`config.mk`:
```
export PLATFORM = sky130hd
export DESIGN_NAME = lc3_ctrl_fsm_flat
export DESIGN_NICKNAME = d
export VERILOG_FILES = /design/src/rtl/lc3_ctrl_fsm_if.sv /design/src/rtl/lc3_ctrl_fsm.sv /design/src/flat_wrapper.sv
export SDC_FILE = /design/constraint.sdc
export NUM_CORES = 1
export LEC_CHECK = 0
export CORE_MARGIN = 4
export CORE_UTILIZATION = 45
export CTS_BUF_LIST = sky130_fd_sc_hd__clkbuf_16
export CTS_CLUSTER_DIAMETER = 200
export DETAILED_ROUTE_END_ITERATION = 8
export PLACE_DENSITY = 0.7
export SYNTH_ARGS = -nofsm -noshare
export SYNTH_HDL_FRONTEND = slang
export SYNTH_SLANG_ARGS = --single-unit
```
`constraint.sdc`:
```
create_clock -name clk -period 5.1 [get_ports clk]
set_clock_uncertainty 0.05 [all_clocks]
set_input_delay 1.02 -clock clk [delete_from_list [all_inputs] [get_ports clk]]
set_output_delay 1.02 -clock clk [all_outputs]
set_load 0.01 [all_outputs]
```
`src/rtl/lc3_ctrl_fsm_if.sv`:
```
// Control/status bundle between the LC-3 microsequencer (master) and the
// datapath it steers (slave).
interface lc3_ctrl_fsm_if #(
  parameter int CNT_W = 16
);
  logic [3:0]       opcode;
  logic             ben;
  logic             mem_r;
  logic             run;

  logic             ld_mar;
  logic             ld_mdr;
  logic             ld_ir;
  logic             ld_ben;
  logic             ld_reg;
  logic             ld_cc;
  logic             ld_pc;
  logic             gate_pc;
  logic             gate_mdr;
  logic             gate_alu;
  logic             gate_marmux;
  logic [1:0]       pcmux;
  logic             addr1mux;
  logic [1:0]       addr2mux;
  logic [1:0]       aluk;
  logic             sr1mux;
  logic             mio_en;
  logic             r_w;
  logic [5:0]       state;
  logic             halted;
  logic             bus_err;
  logic             illegal;
  logic [CNT_W-1:0] instr_cnt;

  modport master (
    input  opcode, ben, mem_r, run,
    output ld_mar, ld_mdr, ld_ir, ld_ben, ld_reg, ld_cc, ld_pc,
           gate_pc, gate_mdr, gate_alu, gate_marmux,
           pcmux, addr1mux, addr2mux, aluk, sr1mux, mio_en, r_w,
           state, halted, bus_err, illegal, instr_cnt
  );

  modport slave (
    output opcode, ben, mem_r, run,
    input  ld_mar, ld_mdr, ld_ir, ld_ben, ld_reg, ld_cc, ld_pc,
           gate_pc, gate_mdr, gate_alu, gate_marmux,
           pcmux, addr1mux, addr2mux, aluk, sr1mux, mio_en, r_w,
           state, halted, bus_err, illegal, instr_cnt
  );
endinterface

```
`src/rtl/lc3_ctrl_fsm.sv`:
```
// LC-3 Moore microsequencer with a memory-wait watchdog (halts with a sticky
// bus error) and a retired-instruction counter.
module lc3_ctrl_fsm #(
  parameter int MEM_WAIT_MAX = 255,
  parameter int CNT_W        = 16
) (
  input logic           clk,
  input logic           rst_n,
  lc3_ctrl_fsm_if.master bus
);
  typedef enum logic [5:0] {
    S_BR       = 6'd0,
    S_ADD      = 6'd1,
    S_LD       = 6'd2,
    S_ST       = 6'd3,
    S_AND      = 6'd5,
    S_NOT      = 6'd9,
    S_JMP      = 6'd12,
    S_LEA      = 6'd14,
    S_ST_WR    = 6'd16,
    S_FETCH    = 6'd18,
    S_BR_TAKE  = 6'd22,
    S_ST_DATA  = 6'd23,
    S_LD_RD    = 6'd25,
    S_LD_WB    = 6'd27,
    S_DECODE   = 6'd32,
    S_FETCH_RD = 6'd33,
    S_FETCH_IR = 6'd35,
    S_ILL      = 6'd61,
    S_HALT     = 6'd62,
    S_RST      = 6'd63
  } state_t;

  localparam logic [7:0] WD_LAST = 8'(MEM_WAIT_MAX - 1);

  state_t           state_reg, state_next;
  logic [7:0]       wd_reg, wd_next;
  logic             bus_err_reg;
  logic [CNT_W-1:0] cnt_reg;
  logic             timeout;
  logic             retire;
  logic             in_wait;

  // State register plus the watchdog, sticky error and retire counter.
  always_ff @(posedge clk or negedge rst_n) begin
    if (!rst_n) begin
      state_reg   <= S_RST;
      wd_reg      <= 8'd0;
      bus_err_reg <= 1'b0;
      cnt_reg     <= '0;
    end else begin
      state_reg <= state_next;
      wd_reg    <= wd_next;
      if (timeout) begin
        bus_err_reg <= 1'b1;
      end
      if (retire) begin
        cnt_reg <= cnt_reg + 1'b1;
      end
    end
  end

  always_comb begin
    state_next = state_reg;
    timeout    = 1'b0;
    in_wait    = 1'b0;
    case (state_reg)
      S_RST:      state_next = S_FETCH;
      S_FETCH:    state_next = S_FETCH_RD;
      S_FETCH_IR: state_next = S_DECODE;
      S_DECODE: begin
        case (bus.opcode)
          4'b0000: state_next = S_BR;
          4'b0001: state_next = S_ADD;
          4'b0101: state_next = S_AND;
          4'b1001: state_next = S_NOT;
          4'b1100: state_next = S_JMP;
          4'b1110: state_next = S_LEA;
          4'b0010: state_next = S_LD;
          4'b0011: state_next = S_ST;
          4'b1111: state_next = S_HALT;
          default: state_next = S_ILL;
        endcase
      end
      S_BR:       state_next = bus.ben ? S_BR_TAKE : S_FETCH;
      S_LD:       state_next = S_LD_RD;
      S_ST:       state_next = S_ST_DATA;
      S_ST_DATA:  state_next = S_ST_WR;
      S_FETCH_RD, S_LD_RD, S_ST_WR: begin
        in_wait = 1'b1;
        if (bus.mem_r) begin
          case (state_reg)
            S_FETCH_RD: state_next = S_FETCH_IR;
            S_LD_RD:    state_next = S_LD_WB;
            default:    state_next = S_FETCH;
          endcase
        end else if (wd_reg == WD_LAST) begin
          // Ready arriving on the timeout edge has already been taken above.
          state_next = S_HALT;
          timeout    = 1'b1;
        end
      end
      S_HALT:     state_next = bus.run ? S_FETCH : S_HALT;
      default:    state_next = S_FETCH;
    endcase
  end

  always_comb begin
    wd_next = 8'd0;
    if (in_wait && state_next == state_reg) begin
      wd_next = wd_reg + 8'd1;
    end
  end

  always_comb begin
    retire = 1'b0;
    case (state_reg)
      S_BR, S_BR_TAKE, S_ADD, S_AND, S_NOT, S_JMP, S_LEA, S_LD_WB, S_ST_WR:
        retire = (state_next == S_FETCH);
      default: retire = 1'b0;
    endcase
  end

  // Output decode depends on the registered state alone.
  always_comb begin
    bus.ld_mar      = 1'b0;
    bus.ld_mdr      = 1'b0;
    bus.ld_ir       = 1'b0;
    bus.ld_ben      = 1'b0;
    bus.ld_reg      = 1'b0;
    bus.ld_cc       = 1'b0;
    bus.ld_pc       = 1'b0;
    bus.gate_pc     = 1'b0;
    bus.gate_mdr    = 1'b0;
    bus.gate_alu    = 1'b0;
    bus.gate_marmux = 1'b0;
    bus.pcmux       = 2'd0;
    bus.addr1mux    = 1'b0;
    bus.addr2mux    = 2'd0;
    bus.aluk        = 2'd0;
    bus.sr1mux      = 1'b0;
    bus.mio_en      = 1'b0;
    bus.r_w         = 1'b0;
    bus.halted      = 1'b0;
    bus.illegal     = 1'b0;
    case (state_reg)
      S_FETCH: begin
        bus.ld_mar  = 1'b1;
        bus.gate_pc = 1'b1;
        bus.ld_pc   = 1'b1;
      end
      S_FETCH_RD, S_LD_RD: begin
        bus.mio_en = 1'b1;
        bus.ld_mdr = 1'b1;
      end
      S_FETCH_IR: begin
        bus.gate_mdr = 1'b1;
        bus.ld_ir    = 1'b1;
      end
      S_DECODE:  bus.ld_ben = 1'b1;
      S_BR_TAKE: begin
        bus.ld_pc    = 1'b1;
        bus.pcmux    = 2'd1;
        bus.addr2mux = 2'd2;
      end
      S_ADD, S_AND, S_NOT: begin
        bus.gate_alu = 1'b1;
        bus.ld_reg   = 1'b1;
        bus.ld_cc    = 1'b1;
        bus.sr1mux   = 1'b1;
        bus.aluk     = (state_reg == S_ADD) ? 2'd0 :
                       (state_reg == S_AND) ? 2'd1 : 2'd2;
      end
      S_JMP: begin
        bus.ld_pc    = 1'b1;
        bus.pcmux    = 2'd1;
        bus.addr1mux = 1'b1;
        bus.sr1mux   = 1'b1;
      end
      S_LEA: begin
        bus.gate_marmux = 1'b1;
        bus.addr2mux    = 2'd2;
        bus.ld_reg      = 1'b1;
        bus.ld_cc       = 1'b1;
      end
      S_LD, S_ST: begin
        bus.ld_mar      = 1'b1;
        bus.gate_marmux = 1'b1;
        bus.addr2mux    = 2'd2;
      end
      S_LD_WB: begin
        bus.gate_mdr = 1'b1;
        bus.ld_reg   = 1'b1;
        bus.ld_cc    = 1'b1;
      end
      S_ST_DATA: begin
        bus.gate_alu = 1'b1;
        bus.aluk     = 2'd3;
        bus.ld_mdr   = 1'b1;
      end
      S_ST_WR: begin
        bus.mio_en = 1'b1;
        bus.r_w    = 1'b1;
      end
      S_ILL:  bus.illegal = 1'b1;
      S_HALT: bus.halted  = 1'b1;
      default: ;
    endcase
  end

  assign bus.state     = state_reg;
  assign bus.bus_err   = bus_err_reg;
  assign bus.instr_cnt = cnt_reg;

endmodule

```
`src/flat_wrapper.sv`:
```
// flat-port wrapper written by rule: the top's interface ports become plain ports
module lc3_ctrl_fsm_flat 
#(
  parameter int MEM_WAIT_MAX = 255,
  parameter int CNT_W        = 16
)
  (clk, rst_n, bus_opcode, bus_ben, bus_mem_r, bus_run, bus_ld_mar, bus_ld_mdr, bus_ld_ir, bus_ld_ben, bus_ld_reg, bus_ld_cc, bus_ld_pc, bus_gate_pc, bus_gate_mdr, bus_gate_alu, bus_gate_marmux, bus_pcmux, bus_addr1mux, bus_addr2mux, bus_aluk, bus_sr1mux, bus_mio_en, bus_r_w, bus_state, bus_halted, bus_bus_err, bus_illegal, bus_instr_cnt);
  lc3_ctrl_fsm_if #(.CNT_W(CNT_W)) bus_i ();
  input logic clk;
  input logic rst_n;
  input wire logic [$bits(bus_i.opcode)-1:0] bus_opcode;
  input wire logic [$bits(bus_i.ben)-1:0] bus_ben;
  input wire logic [$bits(bus_i.mem_r)-1:0] bus_mem_r;
  input wire logic [$bits(bus_i.run)-1:0] bus_run;
  output wire logic [$bits(bus_i.ld_mar)-1:0] bus_ld_mar;
  output wire logic [$bits(bus_i.ld_mdr)-1:0] bus_ld_mdr;
  output wire logic [$bits(bus_i.ld_ir)-1:0] bus_ld_ir;
  output wire logic [$bits(bus_i.ld_ben)-1:0] bus_ld_ben;
  output wire logic [$bits(bus_i.ld_reg)-1:0] bus_ld_reg;
  output wire logic [$bits(bus_i.ld_cc)-1:0] bus_ld_cc;
  output wire logic [$bits(bus_i.ld_pc)-1:0] bus_ld_pc;
  output wire logic [$bits(bus_i.gate_pc)-1:0] bus_gate_pc;
  output wire logic [$bits(bus_i.gate_mdr)-1:0] bus_gate_mdr;
  output wire logic [$bits(bus_i.gate_alu)-1:0] bus_gate_alu;
  output wire logic [$bits(bus_i.gate_marmux)-1:0] bus_gate_marmux;
  output wire logic [$bits(bus_i.pcmux)-1:0] bus_pcmux;
  output wire logic [$bits(bus_i.addr1mux)-1:0] bus_addr1mux;
  output wire logic [$bits(bus_i.addr2mux)-1:0] bus_addr2mux;
  output wire logic [$bits(bus_i.aluk)-1:0] bus_aluk;
  output wire logic [$bits(bus_i.sr1mux)-1:0] bus_sr1mux;
  output wire logic [$bits(bus_i.mio_en)-1:0] bus_mio_en;
  output wire logic [$bits(bus_i.r_w)-1:0] bus_r_w;
  output wire logic [$bits(bus_i.state)-1:0] bus_state;
  output wire logic [$bits(bus_i.halted)-1:0] bus_halted;
  output wire logic [$bits(bus_i.bus_err)-1:0] bus_bus_err;
  output wire logic [$bits(bus_i.illegal)-1:0] bus_illegal;
  output wire logic [$bits(bus_i.instr_cnt)-1:0] bus_instr_cnt;
  assign bus_i.opcode = bus_opcode;
  assign bus_i.ben = bus_ben;
  assign bus_i.mem_r = bus_mem_r;
  assign bus_i.run = bus_run;
  assign bus_ld_mar = bus_i.ld_mar;
  assign bus_ld_mdr = bus_i.ld_mdr;
  assign bus_ld_ir = bus_i.ld_ir;
  assign bus_ld_ben = bus_i.ld_ben;
  assign bus_ld_reg = bus_i.ld_reg;
  assign bus_ld_cc = bus_i.ld_cc;
  assign bus_ld_pc = bus_i.ld_pc;
  assign bus_gate_pc = bus_i.gate_pc;
  assign bus_gate_mdr = bus_i.gate_mdr;
  assign bus_gate_alu = bus_i.gate_alu;
  assign bus_gate_marmux = bus_i.gate_marmux;
  assign bus_pcmux = bus_i.pcmux;
  assign bus_addr1mux = bus_i.addr1mux;
  assign bus_addr2mux = bus_i.addr2mux;
  assign bus_aluk = bus_i.aluk;
  assign bus_sr1mux = bus_i.sr1mux;
  assign bus_mio_en = bus_i.mio_en;
  assign bus_r_w = bus_i.r_w;
  assign bus_state = bus_i.state;
  assign bus_halted = bus_i.halted;
  assign bus_bus_err = bus_i.bus_err;
  assign bus_illegal = bus_i.illegal;
  assign bus_instr_cnt = bus_i.instr_cnt;
  lc3_ctrl_fsm #(.MEM_WAIT_MAX(MEM_WAIT_MAX), .CNT_W(CNT_W)) u_core (.clk(clk), .rst_n(rst_n), .bus(bus_i));
endmodule
```
==> summary.md <==
Dominant register cell in the synthesized netlist: sky130_fd_sc_hd__dfrtp_1. The run gives 4 as the length of the first detailed-routing pass in iterations. At the worst endpoint, the arrival time is 2.61 ns. The post-route minimum period was 3.678 ns. The routed layout has 2002 vias. The most critical setup path has its startpoint at u_core.bus.state[4]$_DFF_PN1_. The detail route stage leaves a number of antenna-violating nets equal to 0. The library cell used most frequently in the layout, excluding fill and tap cells, is sky130_fd_sc_hd__clkdlybuf4s50_1. Entering global routing, the biggest net connects 32 pins.

For the maximum vdd ir drop, the log shows 0.3046 mV. Global routing used 18.75% of the available tracks. The flip-flop count of the largest register after layout is 16.

Static timing analysis puts the maximum clock frequency at 271.9 MHz. Count of endpoints failing hold in the final timing report: 0. After synthesis, the mean cell area works out to 9.245 µm². The run finished with clean final reports. Before CTS, the worst setup slack after placement is 1.657 ns.

The tools report the sequential share of the synthesized area as 33.62%. Buffers placed on the I/O ports in this run total 52. Synthesis produced a netlist whose cell count is 252. At the end of the flow, the number of nets in the layout was 306. The tools report the root buffer selected by CTS as sky130_fd_sc_hd__clkbuf_16.

Setup slack closes at 1.422 ns. For the headroom to the max-slew limit, the log shows 57.21%. Summed over all layers, the global routing overflow is 0. The die is 79.95 µm wide.

The tools report the total of warnings raised by yosys as 0. The required time at the endpoint of the critical path was 4.03 ns; the worst-skew pair later-pin latency was 0.27 ns. The detailed placer's ending HPWL is 4.108 mm. The final worst-path cycle share was 72.13%.

Termination of the worst setup path: bus_ld_mdr. The proportion of register bits with asynchronous set or reset after synthesis was 100.0%; the power per cell area was 521.4 nW/µm². Number of synthesized flops with an enable pin: 0. The logs give 25 for the number of cell rows and 17.5% for the share of power burned in the clock network.

For the post-CTS setup buffer count, the log shows 0. The final core area utilization was 60.44%; the share of total power consumed by net switching was 45.41%. The transition time at the pin with the least slew margin was 0.6415 ns.

After clock tree synthesis, the flow added hold-fix buffers numbering 0. Setup slack on the worst reg-to-reg path comes out at 2.35 ns. From synthesis to final layout, the design area changed by 26.58%. In the final timing run, aggregate negative setup slack is 0 ns. The share of total power dissipated in sequential elements is 30.7%. For the number of placed I/O pins, the log shows 55. For this block, the initial DRC count from the detailed router was 173. In this run, CTS created clock tree buffers numbering 5. The startpoint-to-endpoint class of the critical path is reg -> out. After synthesis, the netlist uses 64 different library cells.

The first global-routing pass estimated 9.577 mm of wire. Once the floorplan was initialized, standard cells occupied 47.74% of the core. Cells with a size suffix above 1 make up 13.56% of the layout.

In the routed design, unresolved DRC markers number 0. The top fanout value on the critical path was 26. The part of the power in combinational logic is 51.8%.

The tree built by TritonCTS fans out to 31 sinks. The via-per-instance ratio came out at 5.530. In this run the worst hold path is classified as reg -> reg.

The tools report the endpoint of the lowest-slack register-to-register path as u_core.bus.instr_cnt[1]$_DFFE_PN0P_. The via count of the first global-routing pass was 1897; the routed length per placed instance was 15.61 µm. The number of antenna violations at the first check in global routing is 0. For the core region area, the log shows 4880 µm².

Clock-pin slew was measured on the worst setup and hold paths at 0.05 ns. The net switching power was 698.2 µW; the y dimension of the die was 79.95 µm. The die covers 6392 µm². The total routed wirelength is 5.650 mm, and the depth of the worst register-to-register path is 6. In this run, placement finished with an instance count of 354. The clock tree synthesis step divided the H-tree into 2 levels.

The repair_antennas step left the layout with diodes totalling 0. The worst setup path is launched from a flip-flop. The number of synthesized register bits was 31. The quantity of gates resized following cts is 0.

Setup violations remaining at the end of the flow were counted as 0. Cell internal power was estimated by the tool at 839.3 µW. The final count of pins violating max slew is 0. The leakage component of the power is 0.001241 µW.

The tools report the endpoint class of the critical path as an output port. The total of max-cap violations was 0. Setup repair after global routing left no endpoint under its margin. The tools report the final weighted congestion in routability-driven placement as 0.8563. The tools report the number of standard cells in the final layout excluding fillers as 362.

The longest clock path from root to sink contains 2 buffers. TritonCTS built the clock tree. The logs give 0.4236 ns for the worst hold slack and 2330 µm² for the mapped cell area. The critical register-to-register path startpoint was u_core.bus.state[4]$_DFF_PN1_. In the layout the commonest cells are sky130_fd_sc_hd__clkdlybuf4s50_1 (52), sky130_fd_sc_hd__dfrtp_1 (25), sky130_fd_sc_hd__nand2_1 (23).
critical path: stages, from the launching register on:
cell and delay (ns):
sky130_fd_sc_hd__dfstp_2 0.86, sky130_fd_sc_hd__nand2b_1 0.29, sky130_fd_sc_hd__o21a_1 0.28, sky130_fd_sc_hd__o32ai_1 0.22, sky130_fd_sc_hd__and2_1 0.15, sky130_fd_sc_hd__clkdlybuf4s50_1 0.53
per-stage QoR:
stage / power, µW / instance area, µm²
4_1_cts: 1542 / 2949
3_3_place_gp: 1261 / 2813
2_1_floorplan: 1034 / 2333
3_5_place_dp: 1263 / 2813
6_report: 1538 / 2949
5_1_grt: 1648 / 2949
per-layer routing:
layer	vias to the layer above	wire length, µm	GRT usage, %
li1	989	-	-
met3	10	327	4.176
met1	930	2607	26.02
met4	0	93	5.068
met2	73	2621	29.30
met5	-	0	0
cells in the mapped netlist, drive strengths merged, types with 2 or more instances:
| library cell | number | area [µm²] |
|---|---|---|
| a31oi | 3 | 18.77 |
| xor2 | 21 | 183.9 |
| mux2 | 2 | 22.52 |
| and3b | 2 | 17.52 |
| nor4 | 11 | 135.1 |
| dfstp | 6 | 157.7 |
| nor3 | 14 | 95.09 |
| or2 | 6 | 37.53 |
| and2 | 4 | 25.02 |
| nor2b | 3 | 18.77 |
| clkbuf | 6 | 22.52 |
| o22ai | 4 | 25.02 |
| nor4b | 3 | 38.79 |
| inv | 11 | 41.29 |
| or3 | 4 | 25.02 |
| a21oi | 5 | 25.02 |
| ha | 3 | 37.54 |
| nand2b | 7 | 43.79 |
| buf | 13 | 110.1 |
| nor3b | 2 | 20.02 |
| nor2 | 21 | 81.33 |
| xnor2 | 3 | 26.28 |
| nand2 | 23 | 86.33 |
| nand4 | 4 | 25.02 |
| o21ai | 6 | 33.78 |
| dfrtp | 25 | 625.6 |
| nand3 | 8 | 40.04 |
| and3 | 8 | 50.05 |
worst min-delay path by stage:
| stage | slack (ns) | cells after the start | startpoint | to |
|---|---|---|---|---|
| floorplan | 0.44 | 1 | u_core.wd_reg[0]$_DFF_PN0_ | u_core.wd_reg[0]$_DFF_PN0_ |
| global placement | 0.41 | 1 | u_core.bus.bus_err$_DFFE_PN0P_ | u_core.bus.bus_err$_DFFE_PN0P_ |
| detailed placement | 0.41 | 1 | u_core.bus.instr_cnt[15]$_DFFE_PN0P_ | u_core.bus.instr_cnt[15]$_DFFE_PN0P_ |
| CTS | 0.42 | 1 | u_core.bus.instr_cnt[15]$_DFFE_PN0P_ | u_core.bus.instr_cnt[15]$_DFFE_PN0P_ |
| global route | 0.45 | 1 | u_core.bus.instr_cnt[15]$_DFFE_PN0P_ | u_core.bus.instr_cnt[15]$_DFFE_PN0P_ |
| finish | 0.42 | 1 | u_core.bus.instr_cnt[15]$_DFFE_PN0P_ | u_core.bus.instr_cnt[15]$_DFFE_PN0P_ |
cell type report:
class                      instances  area, µm²
inverter                          11      41.29
clock inverter                     3      11.26
timing repair buffer              53      528.0
fill                             454       1931
tap                               67      83.83
sequential                        31      783.3
multi-input combinational        192       1376
clock buffer                       5      125.1
power by group through the flow:
| stage | clock network [µW] | registers, µW | logic, µW |
|---|---|---|---|
| detailed placement | 0 | 468 | 795 |
| global placement | 0 | 467 | 794 |
| CTS | 276 | 467 | 800 |
| finish | 269 | 471 | 797 |
| floorplan | 0 | 380 | 654 |
| global route | 291 | 488 | 870 |
cells by family (layout without fill, tap and decap cells):
group	count (synthesis)	after routing	share of synthesized area [%]
mux	2	2	0.9666
fa+ha+maj	3	3	1.611
compound gates	36	36	13.16
flops	31	31	33.62
xor+xnor	24	24	9.023
other cells	1	2	0.1610
buf+inv	30	72	7.465
simple gates	125	125	34.00
Note: power is estimated with default switching activity, not from simulation.
==> variant, RTL diff (same flow settings) <==
`CNT_W` is set to 16 in 3 places; all go to 18.
--- a/src/rtl/lc3_ctrl_fsm_if.sv
+++ b/src/rtl/lc3_ctrl_fsm_if.sv
@@ -1,7 +1,7 @@
 // Control/status bundle between the LC-3 microsequencer (master) and the
 // datapath it steers (slave).
 interface lc3_ctrl_fsm_if #(
-  parameter int CNT_W = 16
+  parameter int CNT_W = 18
 );
   logic [3:0]       opcode;
   logic             ben;
--- a/src/rtl/lc3_ctrl_fsm.sv
+++ b/src/rtl/lc3_ctrl_fsm.sv
@@ -2,7 +2,7 @@
 // bus error) and a retired-instruction counter.
 module lc3_ctrl_fsm #(
   parameter int MEM_WAIT_MAX = 255,
-  parameter int CNT_W        = 16
+  parameter int CNT_W        = 18
 ) (
   input logic           clk,
   input logic           rst_n,
--- a/src/flat_wrapper.sv
+++ b/src/flat_wrapper.sv
@@ -2,7 +2,7 @@
 module lc3_ctrl_fsm_flat 
 #(
   parameter int MEM_WAIT_MAX = 255,
-  parameter int CNT_W        = 16
+  parameter int CNT_W        = 18
 )
   (clk, rst_n, bus_opcode, bus_ben, bus_mem_r, bus_run, bus_ld_mar, bus_ld_mdr, bus_ld_ir, bus_ld_ben, bus_ld_reg, bus_ld_cc, bus_ld_pc, bus_gate_pc, bus_gate_mdr, bus_gate_alu, bus_gate_marmux, bus_pcmux, bus_addr1mux, bus_addr2mux, bus_aluk, bus_sr1mux, bus_mio_en, bus_r_w, bus_state, bus_halted, bus_bus_err, bus_illegal, bus_instr_cnt);
   lc3_ctrl_fsm_if #(.CNT_W(CNT_W)) bus_i ();
Ports: changed (resized bus_instr_cnt); port bits go from 55 to 57. The function was not compared with the original's and may differ.
==> variant against the unedited design <==
  * Sequential cell count grew 2
  * Combinational power about the same
  * Total power increased by 2.4%
  * Fmax up 0.21%
  * Global-route usage shrank 0.64 points
  * Synthesized area is 1.4% higher
  * Final area up 2.5%
  * Highest routed layer unchanged
  * Count of clock-buffer cells in the layout stayed put
  * Wire length is 3.3% lower
  * Worst setup slack gained 7.7 ps
  * Critical path depth decreased by 2
==> variant: results (changes against the unedited design) <==
- The number of detailed-route iterations in the first pass came to 5 (was 4).
- The static leakage is 0.00117 µW (was 0.00124 µW).
- The data arrival time of the worst path came to 2600 ps (was 2610 ps).
- The average cell area after synthesis came to 8.88 µm² (was 9.24 µm²).
- The number of unique standard cell types used by synthesis is 60 (was 64).
- The via count of the first global-routing pass is 1958 (was 1897).
- The sequential fraction of the synthesis area came to 35.3% (was 33.6%).
- The instance area after placement is 2890 µm² (was 2810 µm²).
- Dominant cells by area after synthesis: sky130_fd_sc_hd__dfrtp_1 (29%), sky130_fd_sc_hd__dfstp_2 (6.7%), sky130_fd_sc_hd__xnor2_1 (6.3%) (was sky130_fd_sc_hd__dfrtp_1 (27%), sky130_fd_sc_hd__xor2_1 (7.9%), sky130_fd_sc_hd__dfstp_2 (6.8%)).
- The total global-route track usage came to 18.1% (was 18.8%).
- The largest fanout on the critical path was 28 (was 26).
- The worst slack at placement was 1620 ps (was 1660 ps).
- The average vias per placed instance came to 5.50 (was 5.53).
- The proportion of register bits with asynchronous set or reset after synthesis is 100% (unchanged).
- The count of final max-slew check failures is 0 (unchanged).
- The area of the core region came to 5110 µm² (was 4880 µm²).
- The number of flip-flops and latches in the synthesized netlist came to 33 (was 31).
- The adder and majority gate portion of the synthesized area was 1.59% (was 1.61%).
- The longest individual stage delay on the worst path is 800 ps (was 860 ps).
- The largest net degree at the start of global routing is 34 (was 32).
- The wire length on met2 is 2690 µm (was 2620 µm).
- The final non-filler cell area is 3020 µm² (was 2950 µm²).
- The area used by sequential logic in the layout was 833 µm² (was 783 µm²).
- The final HPWL from detailed placement is 3970 µm (was 4110 µm).
- The switching power is 678 µW (was 698 µW).
- The fraction of area in non-clock buffers was 18.1% (was 17.9%).
- The non-filler instance count after layout is 378 (was 362).
- The met3 layer usage reported by global route is 3.92% (was 4.18%).
- Result of the run: completed (unchanged).
- The met2 demand-to-capacity share in global routing was 30.0% (was 29.3%).
- The port buffer count came to 54 (was 52).
- The clock network area share is 4.55% (was 4.62%).
- The fraction of area in multi-input gates is 46.6% (was 46.7%).
- The headroom to the max-slew limit is 42.6% (was 57.2%).
- Most common library cells after synthesis: sky130_fd_sc_hd__dfrtp_1 (27), sky130_fd_sc_hd__nor2_1 (23), sky130_fd_sc_hd__nand2_1 (20) (was sky130_fd_sc_hd__dfrtp_1 (25), sky130_fd_sc_hd__nand2_1 (23), sky130_fd_sc_hd__xor2_1 (21)).
- The share of the synthesized netlist area taken by xor and xnor gates is 9.27% (was 9.02%).
- The routability congestion estimate from global placement came to 0.848 (was 0.856).
- The layout multi-input combinational cell count is 210 (was 192).
- The placed cell count came to 370 (was 354).
- The total of plain and repair buffers excluding clock buffers is 55 (was 53).
- The fraction of layout cells with a size suffix above 1 is 10.4% (was 13.6%).
- The sequential cell power came to 502 µW (was 471 µW).
- The filler cell count in the final layout is 488 (was 454).
- The aggregate routed wire length is 5470 µm (was 5650 µm).
- The wire length of the first global-routing pass is 9300 µm (was 9580 µm).
## variant: cell count changes after synthesis, sizes merged, moves of 4 or more
cell    before  now
a21oi        5    9
inv         11    2
nand3        8   18
nand3b       0    7
nand4        4    9
nor2b        3    9
nor3        14    8
nor4        11    4
o22ai        4    0
xnor2        3   17
xor2        21    8
## variant: worst paths after layout
check	to	from	slack (ps)
max	bus_mio_en	u_core.bus.state[4]$_DFF_PN1_	1430
min	u_core.bus.instr_cnt[15]$_DFFE_PN0P_	u_core.bus.instr_cnt[15]$_DFFE_PN0P_	430
max reg2reg	u_core.bus.instr_cnt[1]$_DFFE_PN0P_	u_core.bus.state[2]$_DFF_PN1_	2140
min reg2reg	u_core.bus.instr_cnt[15]$_DFFE_PN0P_	u_core.bus.instr_cnt[15]$_DFFE_PN0P_	430
max in group asynchronous	u_core.bus.state[0]$_DFF_PN1_	rst_n	3580
min in group asynchronous	u_core.bus.instr_cnt[10]$_DFFE_PN0P_	rst_n	1090
